## config.mk

```make
export PLATFORM = sky130hd
export DESIGN_NAME = bcd_write_sequencer
export DESIGN_NICKNAME = d
export VERILOG_FILES = /design/src/rtl/bcd_write_sequencer.sv
export SDC_FILE = /design/constraint.sdc
export NUM_CORES = 1
export LEC_CHECK = 0
export CAP_MARGIN = 40
export CORE_MARGIN = 4
export CORE_UTILIZATION = 43
export DETAILED_ROUTE_END_ITERATION = 10
export PLACE_DENSITY = 0.74
export SYNTH_ARGS = -nofsm -noshare
export SYNTH_HDL_FRONTEND = slang
export SYNTH_SLANG_ARGS = --single-unit
```

## constraint.sdc

```tcl
create_clock -name clk -period 7.45 [get_ports clk]
set_clock_uncertainty 0.1 [all_clocks]
set_input_delay 1.1175 -clock clk [delete_from_list [all_inputs] [get_ports clk]]
set_output_delay 1.1175 -clock clk [all_outputs]
set_load 0.01 [all_outputs]
```

## src/rtl/bcd_write_sequencer.sv

```systemverilog
// Converts a six-field binary time snapshot to BCD through a shared converter
// and writes each field to consecutive register addresses over a req/ack handshake.
`timescale 1ns/1ps
module bcd_write_sequencer #(
    parameter logic [7:0] BASE_ADDR   = 8'h21,
    parameter logic [7:0] ACK_TIMEOUT = 8'd255
) (
    input  logic       clk,
    input  logic       rst_n,
    input  logic       start,
    input  logic [7:0] sec,
    input  logic [7:0] min,
    input  logic [7:0] hour,
    input  logic [7:0] day,
    input  logic [7:0] month,
    input  logic [7:0] year,
    output logic [7:0] conv_in,
    input  logic [7:0] conv_out,
    output logic       wr_req,
    output logic [7:0] wr_addr,
    output logic [7:0] wr_data,
    input  logic       wr_ack,
    output logic       busy,
    output logic       done,
    output logic [5:0] range_err,
    output logic       timeout_err
);

    localparam int unsigned NFIELDS = 6;
    localparam int unsigned IDX_W   = 3;
    localparam int unsigned DW      = 8;
    localparam logic [IDX_W-1:0] LAST_IDX = IDX_W'(NFIELDS - 1);

    typedef enum logic [2:0] {
        S_IDLE,
        S_CONV,
        S_REQ,
        S_RELEASE,
        S_DONE
    } state_e;

    state_e                        state_q, state_d;
    logic [NFIELDS-1:0][DW-1:0]    snap_q, snap_d;
    logic [IDX_W-1:0]              idx_q, idx_d;
    logic [DW-1:0]                 cnt_q, cnt_d;
    logic [DW-1:0]                 conv_in_q, conv_in_d;
    logic                          wr_req_q, wr_req_d;
    logic [DW-1:0]                 wr_addr_q, wr_addr_d;
    logic [DW-1:0]                 wr_data_q, wr_data_d;
    logic                          busy_q, busy_d;
    logic                          done_q, done_d;
    logic [NFIELDS-1:0]            range_err_q, range_err_d;
    logic                          timeout_err_q, timeout_err_d;

    logic [NFIELDS-1:0][DW-1:0]    fields_in;
    logic [IDX_W-1:0]              idx_nxt;
    logic                          cnt_expired;

    // Per-field legal range; the converter itself only handles 0..59.
    function automatic logic field_ok(input logic [IDX_W-1:0] i, input logic [DW-1:0] v);
        case (i)
            3'd0, 3'd1, 3'd5: field_ok = (v <= 8'd59);
            3'd2:             field_ok = (v <= 8'd23);
            3'd3:             field_ok = (v >= 8'd1) && (v <= 8'd31);
            3'd4:             field_ok = (v >= 8'd1) && (v <= 8'd12);
            default:          field_ok = 1'b0;
        endcase
    endfunction

    function automatic logic [DW-1:0] operand(input logic [IDX_W-1:0] i, input logic [DW-1:0] v);
        operand = field_ok(i, v) ? v : 8'h00;
    endfunction

    assign fields_in   = {year, month, day, hour, min, sec};
    assign idx_nxt     = idx_q + IDX_W'(1);
    assign cnt_expired = ((9'(cnt_q) + 9'd1) >= 9'(ACK_TIMEOUT));

    // Next-state and registered-output logic; conv_in is loaded on entry to CONV.
    always_comb begin
        state_d       = state_q;
        snap_d        = snap_q;
        idx_d         = idx_q;
        cnt_d         = cnt_q;
        conv_in_d     = '0;
        wr_req_d      = wr_req_q;
        wr_addr_d     = wr_addr_q;
        wr_data_d     = wr_data_q;
        busy_d        = busy_q;
        done_d        = 1'b0;
        range_err_d   = range_err_q;
        timeout_err_d = timeout_err_q;

        case (state_q)
            S_IDLE: begin
                if (start) begin
                    snap_d        = fields_in;
                    range_err_d   = '0;
                    timeout_err_d = 1'b0;
                    idx_d         = '0;
                    busy_d        = 1'b1;
                    conv_in_d     = operand(IDX_W'(0), sec);
                    state_d       = S_CONV;
                end
            end
            S_CONV: begin
                if (!field_ok(idx_q, snap_q[idx_q])) begin
                    range_err_d[idx_q] = 1'b1;
                end
                wr_data_d = conv_out;
                wr_addr_d = BASE_ADDR + DW'(idx_q);
                wr_req_d  = 1'b1;
                cnt_d     = '0;
                state_d   = S_REQ;
            end
            S_REQ: begin
                if (wr_ack) begin
                    wr_req_d = 1'b0;
                    cnt_d    = '0;
                    state_d  = S_RELEASE;
                end else if (cnt_expired) begin
                    wr_req_d      = 1'b0;
                    timeout_err_d = 1'b1;
                    busy_d        = 1'b0;
                    cnt_d         = '0;
                    idx_d         = '0;
                    state_d       = S_IDLE;
                end else begin
                    cnt_d = cnt_q + DW'(1);
                end
            end
            S_RELEASE: begin
                if (!wr_ack) begin
                    cnt_d = '0;
                    if (idx_q == LAST_IDX) begin
                        done_d  = 1'b1;
                        state_d = S_DONE;
                    end else begin
                        idx_d     = idx_nxt;
                        conv_in_d = operand(idx_nxt, snap_q[idx_nxt]);
                        state_d   = S_CONV;
                    end
                end else if (cnt_expired) begin
                    timeout_err_d = 1'b1;
                    busy_d        = 1'b0;
                    cnt_d         = '0;
                    idx_d         = '0;
                    state_d       = S_IDLE;
                end else begin
                    cnt_d = cnt_q + DW'(1);
                end
            end
            S_DONE: begin
                busy_d  = 1'b0;
                idx_d   = '0;
                state_d = S_IDLE;
            end
            default: begin
                wr_req_d = 1'b0;
                busy_d   = 1'b0;
                idx_d    = '0;
                state_d  = S_IDLE;
            end
        endcase
    end

    always_ff @(posedge clk or negedge rst_n) begin
        if (!rst_n) begin
            state_q       <= S_IDLE;
            snap_q        <= '0;
            idx_q         <= '0;
            cnt_q         <= '0;
            conv_in_q     <= '0;
            wr_req_q      <= 1'b0;
            wr_addr_q     <= '0;
            wr_data_q     <= '0;
            busy_q        <= 1'b0;
            done_q        <= 1'b0;
            range_err_q   <= '0;
            timeout_err_q <= 1'b0;
        end else begin
            state_q       <= state_d;
            snap_q        <= snap_d;
            idx_q         <= idx_d;
            cnt_q         <= cnt_d;
            conv_in_q     <= conv_in_d;
            wr_req_q      <= wr_req_d;
            wr_addr_q     <= wr_addr_d;
            wr_data_q     <= wr_data_d;
            busy_q        <= busy_d;
            done_q        <= done_d;
            range_err_q   <= range_err_d;
            timeout_err_q <= timeout_err_d;
        end
    end

    assign conv_in     = conv_in_q;
    assign wr_req      = wr_req_q;
    assign wr_addr     = wr_addr_q;
    assign wr_data     = wr_data_q;
    assign busy        = busy_q;
    assign done        = done_q;
    assign range_err   = range_err_q;
    assign timeout_err = timeout_err_q;

endmodule

```

After elaboration in Yosys (flattened, before gate mapping)
Index checks and enable logic that the tools add are counted.
- input bits: 60
- word-level logic and storage cells: 134
- output and inout bits: 34
- flip-flop bits (word level): 96
- add/subtract/negate cells: 4
- magnitude comparators: 15
- eq/ne operators: 20
- bitwise gates (word level): 3
- reduce and logical (&&, ||, !) cells: 20
- mux-type cells: 55
- operators with widths (cell ; number):
    $mux W8 ; 10
    $bmux W8 S3 ; 2
    $le A8 B5 Y1 const B ; 4
    $mux W3 ; 10
    $le A8 B6 Y1 const B ; 3
    $pmux W3 S4 ; 2
    $pmux W8 S3 ; 1
    $mux W1 ; 20
    $eq A3 B2 Y1 const B ; 6
    $ge A8 B1 Y1 const B ; 2
    $le A8 B4 Y1 const B ; 2
    $pmux W8 S2 ; 1
    $eq A3 B3 Y1 const B ; 5
    $mux W6 ; 2
    $pmux W1 S4 ; 3
    $pmux W6 S2 ; 1
    $reduce_and A4 Y1 ; 3
    $add A8 B1 Y9 const B ; 1
    $eq A3 B1 Y1 const B ; 3
    $ge A9 B8 Y1 const B ; 1
    $logic_not A3 Y1 ; 3
    $reduce_or A3 Y1 ; 3
    $add A8 B1 Y8 const B ; 1
    $lt A3 B4 Y1 const B ; 2
    other kinds (14) ; 26

Logic depth before layout (Yosys ltp)
Gate-level depths: netlist of run 1.
- depth in word-level cells: 13
- depth in mapped cells: 12
- mapped depth without buffers: 9

Least setup slack after synthesis of run 1
No wires, ideal clock.
- path type: register to register
- start: register idx_q[1]
- end: register conv_in_q[3] (netlist: conv_in[3])
- period minus slack after synthesis: 2.901 ns
- required time: 7.219 ns
- library setup time: 0.131 ns
- data arrival time: 2.670 ns
- stages on the path, launching flop included: 13
- setup slack: 4.549 ns
- path buffers: 4
- cells stage by stage: dfrtp_1 -> buf_2 -> inv_1 -> buf_2 -> ha_1 -> clkbuf_1 -> clkbuf_1 -> nor3_1 -> a21oi_1 -> and3_1 -> nand3_1 -> a32oi_2 -> o21ai_1
- longest elaborated chain between the ends: 13
- elaborated cells between the ends (all ways): 26
- classes of those cells: add/sub: 1; order compare: 5; eq/ne: 6; mux: 10; reduce/logical: 4
- ends and longest elaborated chain (element ; line ; source):
    start, declared ; 44 ; logic [IDX_W-1:0] idx_q, idx_d;
    start signal, assigned ; 183 ; idx_q <= idx_d;
    $add A3 B1 Y3 (*) ; 75 ; assign idx_nxt = idx_q + IDX_W'(1);
    named net idx_nxt[1] ; 56 ; logic [IDX_W-1:0] idx_nxt;
    $bmux W8 S3 ; 139 ; conv_in_d = operand(idx_nxt, snap_q[idx_nxt]);
    $mux W8 (not written as such) ; 139 ;
    $ge A8 B1 Y1, or another cell as far along ; 64, 65 ;
    $logic_and A1 B1 Y1, on equally long branches ; 65, 64 ;
    $pmux W1 S4 ; 61 ; case (i)
    $mux W1 ; 134 ; if (idx_q == LAST_IDX) begin
    $mux W1 ; 132 ; if (!wr_ack) begin
    $mux W1 ; 93 ; case (state_q)
    $mux W8 (*) ; 71 ; operand = field_ok(i, v) ? v : 8'h00;
    $mux W8 (*) ; 134 ;
    $mux W8 (*) ; 132 ;
    $pmux W8 S2 (*) ; 93 ;
    named net conv_in_d[3] ; 46 ; logic [DW-1:0] conv_in_q, conv_in_d;
    end signal, assigned ; 185 ; conv_in_q <= conv_in_d;
    end, declared ; 46 ;
Mark *: on every way through the listed nets, which the timed path passes. The rest lies on a longest branch. The select of a mux whose other input is x is not followed.
A chain may end at the register's enable or synchronous reset.

Worst setup path after layout of run 1
- start: register idx_q[1]
- end: register conv_in_q[1] (netlist: conv_in[1])
The elaborated chain is that of the path after synthesis.

==> metrics.md, run 1 <==
| Metric | Value |
|---|---|
| Status | `finished clean` |
| RR Startpoint | `idx_q[1]` |
| Slew Limit Fails | `0` |
| Critical path capture point type | `register` |
| Area share of and/or/nand/nor cells after synthesis | `0.107` |
| Ys async rst share | `1.00` |
| Num ports | `94` |
| Setup_tns | `0 ns` |
| Post-CTS setup buffers | `0` |
| Clk sink count | `93` |
| Post-synthesis sequential area ratio | `0.478` |
| R2R Path End | `conv_in[1]` |
| Mean Syn Cell Area | `11.4 µm²` |
| Xor/xnor cell area share of the yosys netlist | `0.00180` |
| Max_cap viols | `0` |
| DR pass1 iterations | `4` |
| Final period util | `0.477` |
| Clock Tree Root | `clkbuf_16` |
| Vias in the first global route | `3694` |
| Die Span Y | `114 µm` |
| Share of cells above drive strength 1 | `0.205` |
| CTS Hold Buffers Added | `0` |
| Highest-delay cell along the critical path | `ha_1` |
| Crit path cell chain | `inv_1, ha_1, mux4_2, a21oi_1, and3_1, nand3_1, a32oi_2, o21ai_1` |
| GP Congestion | `0.888` |
| Post-synthesis mux area share | `0.210` |
| #FFs+latches synth | `93` |
| H-tree levels | `3` |
| RSZ-0062 raised after global routing | `no` |
| Headroom to the max-slew limit | `0.404` |
| Yosys Warn Count | `0` |
| R2R Setup Slk | `3.90 ns` |
| Pwr Density | `426 nW/µm²` |
| Filler Cell Count | `946` |
| Placed cell count | `638` |
| Top_reg_cell synth | `dfrtp_1` |
| Distinct cells, synth | `63` |
| Hold depth | `2` |
| Yosys top cell area share | `0.478` |
| Pleak | `2.48 nW` |
| TritonCTS clock tree | `yes` |
| CTS Buf Count | `9` |
| Fin cells | `653` |
| Cells taking the most area after synthesis | `dfrtp_1 48%, mux2_2 14%, mux4_2 4.6%` |
| Post-cts resize count | `0` |
| Largest net degree at the start of global routing | `56` |
| Later-pin clock latency in the skew report | `0.34 ns` |
| CP required | `7.56 ns` |
| Row count | `38` |
| Routed length on met3 | `675 µm` |
| Max VDD drop | `0.000176 V` |
| Drt via density | `5.63` |
| GRT Total Usage | `0.175` |
| Top layer in use | `met4` |
| Via count | `3676` |
| Drt drc | `0` |
| Post-layout util | `0.559` |
| Post-Syn Instances | `428` |
| Clock Path Buffers | `2` |
| Main combinational cell family by area after synthesis | `multiplexers` |
| Slew of the pin with the lowest slew margin | `0.894 ns` |
| DIE AREA | `13100 µm²` |
| WL/cell | `16.9 µm` |
| Met1 wire length | `4760 µm` |
| Post-DP HPWL | `8220 µm` |
| Hold Crit Class | `reg -> reg` |
| ANT nets after route | `0` |
| Final setup fails | `0` |
| Family with the most delay on the worst path | `compound AO/OA/AOI/OAI gates` |
| Clock-pin slew on the worst setup and hold paths | `0.06 ns` |
| Routed met2 length | `5350 µm` |
| Hold slack | `0.378 ns` |
| Critical path data arrival time | `3.66 ns` |
| Fraction of the mapped netlist area in adder cells | `0.0180` |
| Startpoint types | `register` |
| CP Class | `reg -> reg` |
| Hold Startpoint | `wr_addr[2]` |
| Fmax | `281 MHz` |
| Initial antenna violation count | `0` |
| CP bufs+invs | `1` |
| R2R depth | `8` |
| Layout Area Growth over Synthesis | `25.9%` |
| Slowest cell delay on critical path | `0.77 ns` |
| Layout Nets | `576` |
| Yosys top cell by area | `dfrtp_1` |
| Port bufs | `90` |
| Critical path fanouts, max | `17` |
| Core area | `11000 µm²` |
| Routed WL | `11100 µm` |
| Cell Area, Synth | `4870 µm²` |
| Hold Violations, Final | `0` |
| Initial Util | `0.444` |
| First-pass GRT wire length | `18100 µm` |
| Compound-Gate Fraction of Synth Area | `0.137` |
| Die W | `114 µm` |
| Grt ovf | `0` |
| Final Power | `2.62 mW` |
| Number of flops mapped to enable cells by yosys | `0` |
| DRT iter0 DRCs | `217` |
| Minimum clock period | `3.55 ns` |
| Antenna Cells | `0` |
| Destination of the worst hold path | `wr_addr[2]` |
## metal layers
metal	track usage	up-vias
met5	0	-
met4	0.0736	0
met3	0.0338	23
met2	0.283	129
met1	0.229	1805
li1	-	1719
## through the flow
stage	instance area [µm²]	setup slack, ns
3_3_place_gp	5820	4.17
6_report	6140	3.90
4_1_cts	6140	3.98
3_5_place_dp	5820	4.00
2_1_floorplan	4890	4.55
5_1_grt	6140	3.67
## synth_stat cells, drive strengths merged, types with 3 or more instances
| master | n |
|---|---|
| nor2b | 7 |
| a21oi | 35 |
| nand2 | 27 |
| o211ai | 4 |
| inv | 15 |
| o2111ai | 3 |
| nand3 | 6 |
| a21o | 3 |
| o221ai | 3 |
| mux4 | 10 |
| a22oi | 3 |
| buf | 17 |
| or2 | 5 |
| or3 | 3 |
| ha | 7 |
| nor3 | 8 |
| a31oi | 6 |
| nand2b | 10 |
| dfrtp | 93 |
| nor2 | 21 |
| o21ai | 25 |
| clkbuf | 11 |
| mux2 | 60 |
| mux2i | 11 |
| and3 | 4 |
## placed cells by master (no fill, tap or decap), types with 11 or more instances in the layout
| master | count |
|---|---|
| mux2_2 | 60 |
| o21ai_1 | 11 |
| nor2_1 | 20 |
| inv_1 | 14 |
| o21ai_0 | 14 |
| nand2_1 | 27 |
| a21oi_1 | 35 |
| clkdlybuf4s50_1 | 89 |
| dfrtp_1 | 93 |
## state kept, by name, indices dropped and copies added, names as in the netlist
signal	flops
snap_q	48
cnt_q	8
conv_in	8
wr_data	8
range_err	6
wr_addr	5
idx_q	3
state_q	3
busy	1
done	1
timeout_err	1
wr_req	1
## worst min-delay path, cell delays in order (launching register included)
cell     delay, ns
dfrtp_1       0.34
nand2_1       0.04
o21ai_0       0.06
## layout make-up
| type | count | area (µm²) | share of cell area |
|---|---|---|---|
| multi-input combinational | 296 | 2330 | 0.380 |
| sequential | 93 | 2330 | 0.379 |
| timing repair buffer | 94 | 928 | 0.151 |
| clock buffer | 11 | 243 | 0.0396 |
| tap | 140 | 175 | 0.0285 |
| clock inverter | 4 | 72.6 | 0.0118 |
| inverter | 15 | 56.3 | 0.00918 |
## kinds of logic (layout without fill, tap and decap cells)
| family | Yosys count | in the layout |
|---|---|---|
| other | 1 | 5 |
| xor gates and xnor gates | 1 | 1 |
| adders and majority gates | 7 | 7 |
| muxes | 81 | 81 |
| and+or+nand+nor | 100 | 100 |
| AOI/OAI and AO/OA | 102 | 102 |
| buffers and inverters | 43 | 124 |
| DFF | 93 | 93 |
## report_power, final
| group | switching (mW) | internal (mW) | total [mW] | leakage, nW |
|---|---|---|---|---|
| Clock | 0.184 | 0.301 | 0.485 | 0.152 |
| Sequential | 0.198 | 0.717 | 0.915 | 1.14 |
| Combinational | 0.590 | 0.627 | 1.22 | 1.19 |
| Total | 0.972 | 1.64 | 2.62 | 2.48 |
## how the worst max path moves through the flow
stage	start	to	slack, ns	depth (start not counted)
after floorplan	idx_q[1]	conv_in[3]	4.55	12
after global placement	idx_q[1]	conv_in[0]	4.17	8
after detailed placement	idx_q[1]	conv_in[1]	4.00	8
after CTS	idx_q[1]	conv_in[1]	3.98	8
after global routing	idx_q[1]	conv_in[1]	3.67	8
final	idx_q[1]	conv_in[1]	3.90	8
No activity file was read; power rests on OpenSTA's default activity.
==> run 2: changes to the inputs <==
--- a/config.mk
+++ b/config.mk
@@ -9,7 +9,7 @@
 export CORE_MARGIN = 4
 export CORE_UTILIZATION = 43
 export DETAILED_ROUTE_END_ITERATION = 10
-export PLACE_DENSITY = 0.74
+export PLACE_DENSITY = 0.77
 export SYNTH_ARGS = -nofsm -noshare
 export SYNTH_HDL_FRONTEND = slang
 export SYNTH_SLANG_ARGS = --single-unit
==> constraint.sdc (replaced) <==
create_clock -name clk -period 2.9 [get_ports clk]
set_clock_uncertainty 0.1 [all_clocks]
set_input_delay 0.435 -clock clk [delete_from_list [all_inputs] [get_ports clk]]
set_output_delay 0.435 -clock clk [all_outputs]
set_load 0.01 [all_outputs]
==> run 2 against run 1 <==
The flow now finishes with violations (hold timing). Largest cell class unchanged. Largest power group unchanged. Count of clock-buffer cells in the layout decreased by 1. Via count decreased by 0.14%. Combinational power rose to 2.7 times the previous value. Non-clock buffer count up 10. Register-to-register slack worse by 3.7 ns. Utilization rose by 0.97 points. Die area stayed put. Highest routed layer unchanged.
==> metrics.md, run 2 (synthesized netlist as in run 1, its figures left out) <==
| Metric | Value |
|---|---|
| RR Startpoint | `idx_q[0]` |
| Die Span Y | `114 µm (unchanged)` |
| Fmax | `367 MHz (+30%)` |
| GP Congestion | `0.857 (-3.5%)` |
| Met1 global-route usage | `0.238 (+0.00895)` |
| Initial Util | `0.444 (unchanged)` |
| H-tree levels | `3 (unchanged)` |
| Setup_tns | `0 ns (unchanged)` |
| Leading cell types in the layout, fill and taps excluded | `93 x dfrtp_1, 89 x clkdlybuf4s50_1, 60 x mux2_2` |
| CTS Buf Count | `9 (unchanged)` |
| Met3 Use GR | `0.0439 (+0.0100)` |
| CTS Hold Buffers Added | `0 (unchanged)` |
| Grt ovf | `0 (unchanged)` |
| Vias in the first global route | `3724 (+0.81%)` |
| Clock-pin slew on the worst setup and hold paths | `0.07 ns (about the same)` |
| Final setup fails | `0 (unchanged)` |
| R2R Setup Slk | `0.17 ns (-3.72 ns)` |
| Post-DP HPWL | `8430 µm (+2.7%)` |
| Headroom to the max-slew limit | `0.621 (+0.217)` |
| Via count | `3671 (-0.14%)` |
| Critical path fanouts, max | `10 (-7)` |
| DRT iter0 DRCs | `207 (-4.6%)` |
| Pwr Density | `1100 nW/µm² (+160%)` |
| Largest net degree at the start of global routing | `51 (-8.9%)` |
| Clk sink count | `93 (unchanged)` |
| ANT nets after route | `0 (unchanged)` |
| Drt drc | `0 (unchanged)` |
| GRT Total Usage | `0.179 (+0.00464)` |
| DR pass1 iterations | `4 (unchanged)` |
| Placed cell count | `648 (+1.6%)` |
| Critical path capture point type | `register` |
| Antenna Cells | `0 (unchanged)` |
| Max VDD drop | `0.000509 V (+190%)` |
| R2R depth | `9 (+1)` |
| Post-cts resize count | `0 (unchanged)` |
| Commonest non-fill, non-tap cell in the layout | `dfrtp_1` |
| DIE AREA | `13100 µm² (unchanged)` |
| Fin cells | `663 (+1.5%)` |
| Minimum clock period | `2.73 ns (-0.826 ns)` |
| Routed WL | `11300 µm (+1.8%)` |
| WL/cell | `17.0 µm (+0.24%)` |
| First-pass GRT wire length | `18600 µm (+2.6%)` |
| Max FFs per register | `48 (unchanged)` |
| Initial antenna violation count | `0 (unchanged)` |
| Violated checks | `hold timing` |
| CP Class | `reg -> reg` |
| CP required | `3.01 ns (-4.55 ns)` |
| GRT Max-Usage Layer | `met2` |
| Met2 usage | `0.284 (+0.00116)` |
| Slew of the pin with the lowest slew margin | `0.568 ns (-0.325 ns)` |
| Final period util | `0.940 (+0.463)` |
| Max_cap viols | `0 (unchanged)` |
| Biggest register | `snap_q` |
| Clock Tree Root | `clkbuf_16` |
| Core area | `11000 µm² (unchanged)` |
| Num ports | `94 (unchanged)` |
| Critical path data arrival time | `2.83 ns (-0.83 ns)` |
| Layout Area Growth over Synthesis | `28.1%` |
| RSZ-0062 raised after global routing | `no` |
| Hold Violations, Final | `13 (+13)` |
| Port bufs | `90 (unchanged)` |
| Drt via density | `5.54 (-1.6%)` |
| Pleak | `2.54 nW (+2.3%)` |
| Die W | `114 µm (unchanged)` |
| Clock Path Buffers | `2 (unchanged)` |
| Layout Nets | `586 (+1.7%)` |
| Later-pin clock latency in the skew report | `0.34 ns (about the same)` |
| Status | `finished, violations left` |
| TritonCTS clock tree | `yes` |
| Hold slack | `-0.00254 ns (-0.381 ns)` |
| Hold Crit Class | `in -> async` |
| Share of cells above drive strength 1 | `0.224 (+0.0190)` |
| Startpoint types | `register` |
| Row count | `38 (unchanged)` |
| Post-CTS setup buffers | `0 (unchanged)` |
| R2R Path End | `conv_in[5]` |
| Slew Limit Fails | `0 (unchanged)` |
-- run 2: final cells by class --
type                            instances  area, µm²
Fill cell                             957       4740
Multi-Input combinational cell        296       2340
Sequential cell                        93       2330
Timing Repair Buffer                  104       1020
Clock buffer                           10        239
Tap cell                              140        175
Clock inverter                          5       83.8
Inverter                               15       56.3
-- run 2: routing by layer --
layer  vias to the layer above  wire length [µm]
met1                      1796              4890
met5                         -                 0
met2                       116              5470
met4                         0               213
li1                       1741                 -
met3                        18               683
-- run 2: through the flow --
step           total power [mW]  hold slack (ns)  area [µm²]  setup WS (ns)   util
2_1_floorplan              4.58           0.0394        4890         0.0443      -
3_3_place_gp               5.47            0.353        5910          0.225  0.538
3_5_place_dp               5.58            0.351        5910         0.0975  0.538
4_1_cts                    6.89          0.00325        6230         0.0663  0.567
5_1_grt                    7.34           0.0309        6240         0.0210  0.568
6_report                   6.86         -0.00254        6240          0.173  0.568
-- run 2: worst max-delay path by stage --
stage	startpoint	endpoint	slack, ns	depth (start not counted)
2_1_floorplan	idx_q[1]	conv_in[3]	0.04	11
3_3_place_gp	idx_q[0]	conv_in[3]	0.22	9
3_5_place_dp	idx_q[0]	conv_in[5]	0.1	9
4_1_cts	idx_q[0]	conv_in[5]	0.07	9
5_1_grt	idx_q[0]	conv_in[5]	0.02	9
6_report	idx_q[0]	conv_in[5]	0.17	9
-- run 2: critical path, stage by stage, from the launching register on --
cell and delay (ns):
dfrtp_1 0.42, inv_2 0.06, ha_1 0.46, buf_4 0.25, nor3_1 0.19, a21oi_1 0.12
o41ai_1 0.43, o31ai_1 0.15, a32oi_2 0.31, o21ai_1 0.11
-- run 2: power breakdown --
group          internal, mW  total, mW  switching (mW)
registers              1.84       2.30           0.454
logic                  1.70       3.30            1.59
clock network         0.777       1.27           0.496
==> run 3: changes to the inputs <==
--- a/config.mk
+++ b/config.mk
@@ -5,11 +5,13 @@
 export SDC_FILE = /design/constraint.sdc
 export NUM_CORES = 1
 export LEC_CHECK = 0
+export ABC_AREA = 1
 export CAP_MARGIN = 40
+export CORE_ASPECT_RATIO = 1.5
 export CORE_MARGIN = 4
 export CORE_UTILIZATION = 43
 export DETAILED_ROUTE_END_ITERATION = 10
-export PLACE_DENSITY = 0.77
+export PLACE_DENSITY = 0.76
 export SYNTH_ARGS = -nofsm -noshare
 export SYNTH_HDL_FRONTEND = slang
 export SYNTH_SLANG_ARGS = --single-unit
==> run 3 against run 2 <==
The run still ends with hold timing left. Worst setup slack gained 0.31 ns. Via count grew 31%. Sequential power shrank 6%. Maximum frequency grew 13%. Synthesized cell count grew 61%. Largest power group unchanged. Hold slack is essentially flat. Combinational power grew 21%. Largest cell class unchanged. Routed wire length grew 23%.
==> metrics.md, run 3 <==
| Metric | Value |
|---|---|
| Yosys Warn Count | `0 (unchanged)` |
| Post-cts resize count | `0 (unchanged)` |
| Vias in the first global route | `4843 (+30%)` |
| Headroom to the max-slew limit | `0.532 (-0.0889)` |
| Grt ovf | `0 (unchanged)` |
| DIE AREA | `13900 µm² (+6.4%)` |
| Pwr Density | `1140 nW/µm² (+3.6%)` |
| Later-pin clock latency in the skew report | `0.35 ns (about the same)` |
| Slew Limit Fails | `0 (unchanged)` |
| Worst setup margin | `0.487 ns (+0.314 ns)` |
| Die Span Y | `143 µm (+25%)` |
| Number of flops mapped to enable cells by yosys | `0 (unchanged)` |
| Setup_tns | `0 ns (unchanged)` |
| Initial Util | `0.446 (+0.00195)` |
| Most common cell in the synthesized netlist | `nand2_1` |
| Clock-pin slew on the worst setup and hold paths | `0.07 ns (about the same)` |
| Post-Syn Instances | `689 (+61%)` |
| Commonest non-fill, non-tap cell in the layout | `nand2_1` |
| Leading cell types in the layout, fill and taps excluded | `274 x nand2_1, 92 x dfrtp_1, 89 x clkdlybuf4s50_1` |
| Hold Violations, Final | `10 (-3)` |
| #FFs+latches synth | `93 (unchanged)` |
| Die W | `97.7 µm (-15%)` |
| Logic gate share of total power | `0.544 (+0.064)` |
| Num ports | `94 (unchanged)` |
| Drt via density | `5.19 (-6.2%)` |
| Post-CTS setup buffers | `0 (unchanged)` |
| Critical path data arrival time | `2.60 ns (-0.23 ns)` |
| ANT nets after route | `0 (unchanged)` |
| Slew of the pin with the lowest slew margin | `0.700 ns (+0.132 ns)` |
| Routed WL | `13900 µm (+23%)` |
| Top_reg_cell synth | `dfrtp_1` |
| Post-synth top cells | `274 x nand2_1, 93 x dfrtp_1, 47 x inv_1` |
| Clock Tree Root | `clkbuf_16` |
| Cells taking the most area after synthesis | `dfrtp_1 45%, nand2_1 20%, nand3_1 4.1%` |
| Distinct cells, synth | `43 (-32%)` |
| First-pass GRT wire length | `22900 µm (+24%)` |
| Minimum clock period | `2.41 ns (-0.314 ns)` |
| TritonCTS clock tree | `yes` |
| Seq pwr share | `0.294 (-0.040)` |
| Hold Crit Class | `in -> async` |
| CP required | `3.08 ns (+0.07 ns)` |
| Final setup fails | `0 (unchanged)` |
| Max_cap viols | `0 (unchanged)` |
| Core area | `11700 µm² (+6.1%)` |
| H-tree levels | `3 (unchanged)` |
| Critical Path Most Common Cell | `nand2_1` |
| Final period util | `0.832 (-0.108)` |
| RR Startpoint | `idx_q[0]` |
| Row count | `48 (+26%)` |
| Largest net degree at the start of global routing | `51 (unchanged)` |
| CP Launch Point | `idx_q[0]` |
| Clk pwr share | `0.162 (-0.023)` |
| Via count | `4815 (+31%)` |
| Layout Area Growth over Synthesis | `24.3%` |
| DR pass1 iterations | `5 (+1)` |
| Placed cell area | `6150 µm² (+4.2%)` |
| GP Congestion | `0.901 (+5.2%)` |
| WL/cell | `15.0 µm (-12%)` |
| RSZ-0062 raised after global routing | `no` |
| Port bufs | `90 (unchanged)` |
| Antenna Cells | `0 (unchanged)` |
| Post-route cell area | `6450 µm² (+3.4%)` |
| Violated checks | `hold timing` |
| Sw Ratio | `0.472 (+0.102)` |
| Yosys top cell area share | `0.448 (-0.0294)` |
| Drt drc | `0 (unchanged)` |
| Share of cells above drive strength 1 | `0.0837 (-0.140)` |
| Yosys top cell by area | `dfrtp_1` |
| Crit path cell chain | `buf_4, ha_1, or2_4, nand2_4, nor2_4, inv_2, nor2_1, a21oi_2, nand2_1, nand3b_1, nand4_1, nand2_2, nand3_1, nand2_1` |
| Pre-CTS setup slack | `0.557 ns (+0.460 ns)` |
| CP Class | `reg -> reg` |
| CTS Buf Count | `9 (unchanged)` |
| Switching power | `3.47 mW (+37%)` |
| Internal Pwr Total | `3.88 mW (-10%)` |
| Filler Cell Count | `1116 (+17%)` |
| Startpoint types | `register` |
| Max FFs per register | `48 (unchanged)` |
| Initial antenna violation count | `0 (unchanged)` |
| Critical path fanouts, max | `26 (+16)` |
| DRT iter0 DRCs | `333 (+61%)` |
| Ys async rst share | `1.00 (unchanged)` |
| Max VDD drop | `0.000555 V (+9.1%)` |
| Hold slack | `-0.00235 ns (+0.000188 ns)` |
| Fmax | `414 MHz (+13%)` |
| Highest-delay cell along the critical path | `dfrtp_2` |
| Cell Area, Synth | `5190 µm² (+6.5%)` |
| Post-synthesis sequential area ratio | `0.448 (-0.0294)` |
| Slowest cell delay on critical path | `0.43 ns (-0.03 ns)` |
| Status | `finished, violations left` |
| GRT Total Usage | `0.204 (+0.0250)` |
| Pleak | `3.18 nW (+25%)` |
| Clock Path Buffers | `2 (unchanged)` |
| Post-DP HPWL | `10500 µm (+24%)` |
| Layout Nets | `839 (+43%)` |
| Critical path capture point type | `register` |
| Mean Syn Cell Area | `7.53 µm² (-34%)` |
| Biggest register | `snap_q` |
| Clk sink count | `93 (unchanged)` |
| CTS Hold Buffers Added | `0 (unchanged)` |
-- run 3: cell count changes after synthesis, moves of 8 or more --
cell | before | now
nand4_1 | 1 | 12
o21ai_0 | 14 | 43
mux2i_1 | 10 | 2
mux4_2 | 10 | 0
a21oi_1 | 35 | 17
nand2_1 | 27 | 274
mux2_2 | 60 | 0
nand2b_1 | 10 | 0
nand3_1 | 6 | 43
inv_1 | 14 | 47
nor2_1 | 20 | 44
-- run 3: critical path: cells and delay by family (launching register included) --
| kind | cells | cell delay [ns] |
|---|---|---|
| AND/OR/NAND/NOR | 10 | 1.06 |
| AO/OA/AOI/OAI | 1 | 0.17 |
| flip-flops | 1 | 0.43 |
| buffers and inverters | 2 | 0.33 |
| adder cells (fa/ha/maj) | 1 | 0.24 |
-- run 3: path summary, 6_finish.rpt --
check | end | slack, ns | cells after the start
min in group clk | wr_data[3] | 0.37 | 2
max in group asynchronous | snap_q[8] | 2.04 | 2
worst min-delay path | snap_q[6] | -0.002 | 1
worst min register to register | wr_data[3] | 0.37 | 2
worst max-delay path | conv_in[0] | 0.49 | 14
worst max register to register | conv_in[0] | 0.49 | 14
-- run 3: metal layers --
metal  share of wire  vias up  GRT usage
li1                -     2360          -
met1            0.37     2245      0.226
met2            0.54      165      0.375
met3           0.042       45     0.0319
met4           0.044        0      0.107
met5               0        -          0
-- run 3: cell type report --
| type | instances | area (µm²) | area share |
|---|---|---|---|
| sequential | 93 | 2330 | 0.361 |
| clock buffer | 10 | 229 | 0.0355 |
| inverter | 55 | 214 | 0.0331 |
| clock inverter | 6 | 71.3 | 0.0110 |
| timing repair buffer | 100 | 986 | 0.153 |
| multi-input combinational | 513 | 2440 | 0.378 |
| tap | 150 | 188 | 0.0291 |
-- run 3: per-stage QoR --
stage | instances | total power [mW] | hold slack (ns) | utilization
2_1_floorplan | 693 | 5.04 | 0.0394 | -
6_report | 927 | 7.35 | -0.00235 | 0.554
5_1_grt | 927 | 7.99 | 0.0419 | 0.554
3_5_place_dp | 911 | 6.13 | 0.358 | 0.528
3_3_place_gp | 911 | 5.99 | 0.355 | 0.528
4_1_cts | 927 | 7.35 | 0.0170 | 0.554
-- run 3: logic make-up after synthesis --
group | share of synthesized area
xor+xnor | 0.00675
other cells | 0.000722
buf+inv | 0.0858
mux | 0.00386
simple gates | 0.338
fa+ha+maj | 0.0169
compound gates | 0.100
flops | 0.448
-- run 3: power groups by stage --
stage | Combinational (mW) | Clock [mW] | Sequential, mW
after detailed placement | 3.96 | 0 | 2.18
after global placement | 3.83 | 0 | 2.16
after global routing | 4.49 | 1.27 | 2.22
final | 4.00 | 1.19 | 2.16
after CTS | 3.98 | 1.21 | 2.16
after floorplan | 2.91 | 0 | 2.12
